File: config.mk
export PLATFORM = sky130hd
export DESIGN_NAME = spi_packet_master_rx
export DESIGN_NICKNAME = d
export VERILOG_FILES = /design/src/rtl/spi_packet_master_rx.sv
export SDC_FILE = /design/constraint.sdc
export NUM_CORES = 1
export LEC_CHECK = 0
export BUFFER_PORTS_ARGS = -buffer_cell sky130_fd_sc_hd__buf_4
export CAP_MARGIN = 5
export CORE_MARGIN = 2
export CORE_UTILIZATION = 50
export CTS_BUF_LIST = sky130_fd_sc_hd__clkbuf_4 sky130_fd_sc_hd__clkbuf_8
export DETAILED_ROUTE_END_ITERATION = 10
export PLACE_DENSITY_LB_ADDON = 0.1
export SLEW_MARGIN = 10
export SYNTH_ARGS = -nofsm -noshare
export SYNTH_HDL_FRONTEND = slang
export SYNTH_SLANG_ARGS = --single-unit
File: constraint.sdc
create_clock -name clk -period 2.6 [get_ports clk]
set_input_delay 0.26 -clock clk [delete_from_list [all_inputs] [get_ports clk]]
set_output_delay 0.26 -clock clk [all_outputs]
set_load 0.02 [all_outputs]
File: src/rtl/spi_packet_master_rx.sv
// SPI mode-0 master that clocks in a 16-byte sensor packet and unpacks it
// into registered quaternion/gyro fields once the 0xAA header checks out.
module spi_packet_master_rx #(
  parameter int unsigned CLK_DIV  = 4,
  parameter int unsigned CS_SETUP = 2,
  parameter int unsigned CS_HOLD  = 2
) (
  input  logic               clk,
  input  logic               rst,
  input  logic               start,
  output logic               busy,
  output logic               cs_n,
  output logic               sck,
  output logic               sdo,
  input  logic               sdi,
  output logic signed [15:0] quat_w,
  output logic signed [15:0] quat_x,
  output logic signed [15:0] quat_y,
  output logic signed [15:0] quat_z,
  output logic signed [15:0] gyro_x,
  output logic signed [15:0] gyro_y,
  output logic signed [15:0] gyro_z,
  output logic               quat_valid,
  output logic               gyro_valid,
  output logic               pkt_valid,
  output logic               hdr_err,
  output logic [15:0]        good_count
);

  typedef enum logic [2:0] {
    IDLE,
    SETUP,
    SCK_LOW,
    SCK_HIGH,
    HOLD
  } state_t;

  localparam logic [7:0] HEADER    = 8'hAA;
  localparam logic [7:0] PKT_BITS  = 8'd128;
  localparam logic [7:0] DIV_LOAD  = 8'(CLK_DIV - 1);
  localparam logic [7:0] SETUP_LD  = 8'(CS_SETUP - 1);
  localparam logic [7:0] HOLD_LD   = 8'(CS_HOLD - 1);

  state_t               state_q, state_d;
  logic [7:0]           tmr_q, tmr_d;
  logic [7:0]           bit_cnt_q, bit_cnt_d;
  logic [127:0]         shift_q, shift_d;
  logic                 sck_q, sck_d;
  logic                 cs_n_q, cs_n_d;
  logic                 busy_q, busy_d;
  logic signed [15:0]   quat_w_q, quat_w_d;
  logic signed [15:0]   quat_x_q, quat_x_d;
  logic signed [15:0]   quat_y_q, quat_y_d;
  logic signed [15:0]   quat_z_q, quat_z_d;
  logic signed [15:0]   gyro_x_q, gyro_x_d;
  logic signed [15:0]   gyro_y_q, gyro_y_d;
  logic signed [15:0]   gyro_z_q, gyro_z_d;
  logic                 quat_valid_q, quat_valid_d;
  logic                 gyro_valid_q, gyro_valid_d;
  logic                 pkt_valid_q, pkt_valid_d;
  logic                 hdr_err_q, hdr_err_d;
  logic [15:0]          good_count_q, good_count_d;

  logic                 tmr_done;
  logic                 hdr_ok;

  assign tmr_done = (tmr_q == 8'd0);
  assign hdr_ok   = (shift_q[127:120] == HEADER);

  always_comb begin
    state_d      = state_q;
    tmr_d        = tmr_q;
    bit_cnt_d    = bit_cnt_q;
    shift_d      = shift_q;
    sck_d        = sck_q;
    cs_n_d       = cs_n_q;
    busy_d       = busy_q;
    quat_w_d     = quat_w_q;
    quat_x_d     = quat_x_q;
    quat_y_d     = quat_y_q;
    quat_z_d     = quat_z_q;
    gyro_x_d     = gyro_x_q;
    gyro_y_d     = gyro_y_q;
    gyro_z_d     = gyro_z_q;
    quat_valid_d = quat_valid_q;
    gyro_valid_d = gyro_valid_q;
    pkt_valid_d  = 1'b0;
    hdr_err_d    = 1'b0;
    good_count_d = good_count_q;

    unique case (state_q)
      IDLE: begin
        sck_d  = 1'b0;
        cs_n_d = 1'b1;
        if (start) begin
          state_d   = SETUP;
          cs_n_d    = 1'b0;
          busy_d    = 1'b1;
          bit_cnt_d = 8'd0;
          tmr_d     = SETUP_LD;
        end
      end

      SETUP: begin
        if (tmr_done) begin
          state_d = SCK_LOW;
          tmr_d   = DIV_LOAD;
        end else begin
          tmr_d = tmr_q - 8'd1;
        end
      end

      // sdi is captured on the same edge that raises sck
      SCK_LOW: begin
        if (tmr_done) begin
          state_d   = SCK_HIGH;
          sck_d     = 1'b1;
          shift_d   = {shift_q[126:0], sdi};
          bit_cnt_d = bit_cnt_q + 8'd1;
          tmr_d     = DIV_LOAD;
        end else begin
          tmr_d = tmr_q - 8'd1;
        end
      end

      SCK_HIGH: begin
        if (tmr_done) begin
          sck_d = 1'b0;
          if (bit_cnt_q == PKT_BITS) begin
            state_d = HOLD;
            tmr_d   = HOLD_LD;
          end else begin
            state_d = SCK_LOW;
            tmr_d   = DIV_LOAD;
          end
        end else begin
          tmr_d = tmr_q - 8'd1;
        end
      end

      HOLD: begin
        if (tmr_done) begin
          state_d = IDLE;
          cs_n_d  = 1'b1;
          busy_d  = 1'b0;
          if (hdr_ok) begin
            quat_w_d     = shift_q[119:104];
            quat_x_d     = shift_q[103:88];
            quat_y_d     = shift_q[87:72];
            quat_z_d     = shift_q[71:56];
            gyro_x_d     = shift_q[55:40];
            gyro_y_d     = shift_q[39:24];
            gyro_z_d     = shift_q[23:8];
            quat_valid_d = shift_q[0];
            gyro_valid_d = shift_q[1];
            pkt_valid_d  = 1'b1;
            good_count_d = good_count_q + 16'd1;
          end else begin
            hdr_err_d = 1'b1;
          end
        end else begin
          tmr_d = tmr_q - 8'd1;
        end
      end

      default: begin
        state_d = IDLE;
        cs_n_d  = 1'b1;
        sck_d   = 1'b0;
        busy_d  = 1'b0;
      end
    endcase
  end

  always_ff @(posedge clk) begin
    if (rst) begin
      state_q      <= IDLE;
      tmr_q        <= 8'd0;
      bit_cnt_q    <= 8'd0;
      shift_q      <= '0;
      sck_q        <= 1'b0;
      cs_n_q       <= 1'b1;
      busy_q       <= 1'b0;
      quat_w_q     <= '0;
      quat_x_q     <= '0;
      quat_y_q     <= '0;
      quat_z_q     <= '0;
      gyro_x_q     <= '0;
      gyro_y_q     <= '0;
      gyro_z_q     <= '0;
      quat_valid_q <= 1'b0;
      gyro_valid_q <= 1'b0;
      pkt_valid_q  <= 1'b0;
      hdr_err_q    <= 1'b0;
      good_count_q <= 16'd0;
    end else begin
      state_q      <= state_d;
      tmr_q        <= tmr_d;
      bit_cnt_q    <= bit_cnt_d;
      shift_q      <= shift_d;
      sck_q        <= sck_d;
      cs_n_q       <= cs_n_d;
      busy_q       <= busy_d;
      quat_w_q     <= quat_w_d;
      quat_x_q     <= quat_x_d;
      quat_y_q     <= quat_y_d;
      quat_z_q     <= quat_z_d;
      gyro_x_q     <= gyro_x_d;
      gyro_y_q     <= gyro_y_d;
      gyro_z_q     <= gyro_z_d;
      quat_valid_q <= quat_valid_d;
      gyro_valid_q <= gyro_valid_d;
      pkt_valid_q  <= pkt_valid_d;
      hdr_err_q    <= hdr_err_d;
      good_count_q <= good_count_d;
    end
  end

  assign busy       = busy_q;
  assign cs_n       = cs_n_q;
  assign sck        = sck_q;
  assign sdo        = 1'b0;
  assign quat_w     = quat_w_q;
  assign quat_x     = quat_x_q;
  assign quat_y     = quat_y_q;
  assign quat_z     = quat_z_q;
  assign gyro_x     = gyro_x_q;
  assign gyro_y     = gyro_y_q;
  assign gyro_z     = gyro_z_q;
  assign quat_valid = quat_valid_q;
  assign gyro_valid = gyro_valid_q;
  assign pkt_valid  = pkt_valid_q;
  assign hdr_err    = hdr_err_q;
  assign good_count = good_count_q;

endmodule

==> run_results.csv <==
group,metric,value,unit
critical_path,startpoint_type,"register",
power_and_ir_drop,power_frac_comb,0.121,
clocking,cts.sinks,282,
yosys,ys.flop_type,"dfxtp_1",
critical_path,path_cells,"inv_1 > ha_1 > or3b_2 > nor4_4 > nand4_1 > or3_1 > a21oi_1",
sta,slew_headroom,0.605,
critical_path,worstSetupStartpoint,"tmr_q[0]",
sta,fmax,0.445,GHz
route,postRouteAntennaNets,0,
placement,io_buffers,138,
final_layout,drive_above_1_share,0.171,
clocking,cts_tree,"done",
route,drt-wirelength-per-cell,13.1,µm
sta,setup_viol,0,
sta,finClkSkew,0.0275,ns
yosys,synth_cell_types,43,
critical_path,end_kind,"register",
critical_path,r2r-end,"good_count[13]",
power_and_ir_drop,peakVddDrop,0.000452,V
clocking,htreeDepth,2,
placement,hpwl,13200,µm
floorplanning,die_area,0.0217,mm²
power_and_ir_drop,total_power,9.43,mW
grt,grt-ovfl-total,0,
yosys,synthAdderAreaFrac,0.00608,
sta,worst_pin_slew,0.593,ns
critical_path,endpoint,"good_count[13]",
outcome,status,"finished clean",
grt,grt_pass1_wl,38000,µm
route,vias,8722,
clocking,ctsRootBufferMaster,"clkbuf_8",
sta,finalHoldViolCount,0,
floorplanning,ios,140,
final_layout,n_antenna_cell,0,
grt,grt_pass1_vias,8147,
critical_path,reg2reg_from,"tmr_q[0]",
route,drtIter0Drc,444,
yosys,synth_nets,1309,
yosys,ys_seq_elements,282,
yosys,synth_compound_area_frac,0.140,
critical_path,reg2reg_setup_slack,0.35,ns
placement,place_ws,0.359,ns
grt,grt_max_degree,132,
power_and_ir_drop,p_per_area,758,mW/mm²
power_and_ir_drop,seqPwrFrac,0.475,
route,drc_errors,0,
final_layout,nFillCells,1892,
power_and_ir_drop,power_leakage,4.45,nW
yosys,yosys_warnings,0,
floorplanning,coreArea,0.0202,mm²
power_and_ir_drop,sw_frac_of_total,0.263,
route,drt_wl_total,22500,µm
yosys,async_flop_share,0,
critical_path,cp_slowest_cell,"or3b_2",
sta,min_period,2.25,ns
yosys,netlist_area,0.0103,mm²
grt,antenna_found_initial,0,
worst_hold_path,hp-class,"input port to register",
sta,rsz0062_at_grt,"false",
critical_path,worstPathMaxFanout,7,
critical_path,worstPathRequired,3.05,ns
sta,period_share,0.865,
yosys,synth_edf_count,0,
route,routed_via_density,5.09,
job,drv_cap,0,
yosys,seq_area_frac_synth,0.549,
sta,drv_slew,0,
route,drtPass1Iterations,5,
clocking,clk_pin_slew,0.06,ns
yosys,syn_area_per_cell,7.91,µm²
critical_path,max_stage_delay,0.51,ns
yosys,synth_top_family_by_area,"simple AND/OR/NAND/NOR gates",
final_layout,fin_nets,1422,
clocking,clkLatencyLatePin,0.54,ns
grt,grt_usage,0.204,
yosys,yosys.area_share.simple,0.242,
placement,gp_congestion,0.821,
yosys,synth.area.mux_share,0.00109,
clocking,cts_made_buffers,45,
floorplanning,start_util,0.508,
power_and_ir_drop,internal-power,6.95,mW
critical_path,worstRegToRegCells,7,
clocking,clockBufferDepth,3,
power_and_ir_drop,pwr-share-clk,0.404,
sta,layout_setup_ws,0.352,ns
yosys,synth_xor_area_frac,0.0187,
floorplanning,num_rows,52,
critical_path,arrival,2.70,ns
power_and_ir_drop,p_sw,2.48,mW
critical_path,path_class,"register to register",
floorplanning,die_h,147,µm
yosys,synthCells,1300,
sta,tns,0,ns
floorplanning,fp.dieW,147,µm
final_layout,areaGrowthSynthToFinish,20.9,%
## sequential cells by signal (all words and copies together), names as in the netlist, 3 cells and up
| name | count |
|---|---|
| quat_x | 16 |
| gyro_x | 16 |
| gyro_z | 16 |
| quat_w | 16 |
| shift_q | 128 |
| good_count | 16 |
| state_q | 3 |
| tmr_q | 8 |
| quat_z | 16 |
| bit_cnt_q | 8 |
| quat_y | 16 |
| gyro_y | 16 |
## stage by stage
stage                     utilization  area, µm²  hold WS [ns]  std cells
after floorplan                     -      10300         0.396       1300
after global placement          0.568      11500         0.440       1635
after detailed placement        0.568      11500         0.444       1635
after CTS                       0.614      12400         0.138       1715
after global routing            0.614      12400         0.237       1715
final                           0.614      12400         0.168       1715
## how the worst min path moves through the flow
stage / start / end / slack, ns / cells past startpoint
final: start / state_q[0] / 0.17 / 5
after global routing: start / state_q[0] / 0.24 / 5
after CTS: start / state_q[0] / 0.14 / 5
after detailed placement: quat_w[10] / quat_w[10] / 0.44 / 2
after global placement: quat_y[5] / quat_y[5] / 0.44 / 2
after floorplan: sdi / shift_q[0] / 0.40 / 2
## what timing repair did
item,in CTS,in global routing
hold buffers,1,0
setup buffers,0,0
endpoints found under the setup margin,0,1
hold endpoints to repair,1,0
gates resized for setup,0,1
## final cells by class
class | count | area [µm²] | share of cell area
clock buffer | 73 | 892 | 0.0718
clock inverter | 6 | 33.8 | 0.00272
inverter | 8 | 30.0 | 0.00242
multi-input combinational | 919 | 4220 | 0.339
sequential | 282 | 5650 | 0.454
tap | 270 | 338 | 0.0272
timing repair buffer | 157 | 1270 | 0.103
## synthesized netlist by cell type (9+ instances only)
library cell  count  area share
buf_2            18      0.0088
nand2_1         506        0.18
nand4_1           9      0.0055
dfxtp_1         282        0.55
nor2_1           37       0.014
a21oi_1         256        0.12
xor2_1           12       0.010
nor3_1           12      0.0058
o21ai_0          12      0.0058
nand3_1          12      0.0058
xnor2_1          10      0.0085
clkbuf_1         66       0.024
## power by group through the flow
stage          clock [mW]  sequential (mW)  combinational (mW)
6_report             3.81             4.48                1.14
5_1_grt              4.12             4.49                1.29
4_1_cts              3.91             4.48                1.14
3_5_place_dp            0             4.57                1.14
3_3_place_gp            0             4.57                1.12
2_1_floorplan           0             4.56               0.828
## metal layers
metal,part of all wire,track usage,routed length (µm)
met1,0.48,0.270,10700
met2,0.45,0.336,10200
met3,0.050,0.0457,1120
met4,0.018,0.0611,406
met5,0,0,0
## cell usage in the layout, fill, tap and decap left out, drive strengths merged, types with 2 or more instances in the layout
master  count
nor4b       2
nand2     506
a21o        2
ha          5
nand2b      2
nand4       9
nor4bb      3
dfxtp     282
nor2b       2
inv         9
nor3b       2
a21oi     256
nor4        9
xnor2      10
nor2       37
xor2       12
clkbuf     74
nand3      12
buf       155
or3b        4
or3         3
o21ai      12
and3        2
nor3       12
clkinv      5
o211ai      2
and2        2
## worst max-delay path: cells and delay by family (launching register included)
family | cells | cell delay (ns)
AO/OA/AOI/OAI | 1 | 0.14
adder cells (fa/ha/maj) | 1 | 0.18
buffers and inverters | 1 | 0.10
flip-flops | 1 | 0.37
AND/OR/NAND/NOR | 4 | 1.38
## kinds of logic after synthesis
| kind of cell | count (synthesis) |
|---|---|
| AO/OA/AOI/OAI | 280 |
| AND/OR/NAND/NOR | 610 |
| XOR/XNOR | 22 |
| other | 1 |
| flip-flops | 282 |
| multiplexers | 1 |
| buffers and inverters | 99 |
| adder cells (fa/ha/maj) | 5 |
No activity file was read; power rests on OpenSTA's default activity.
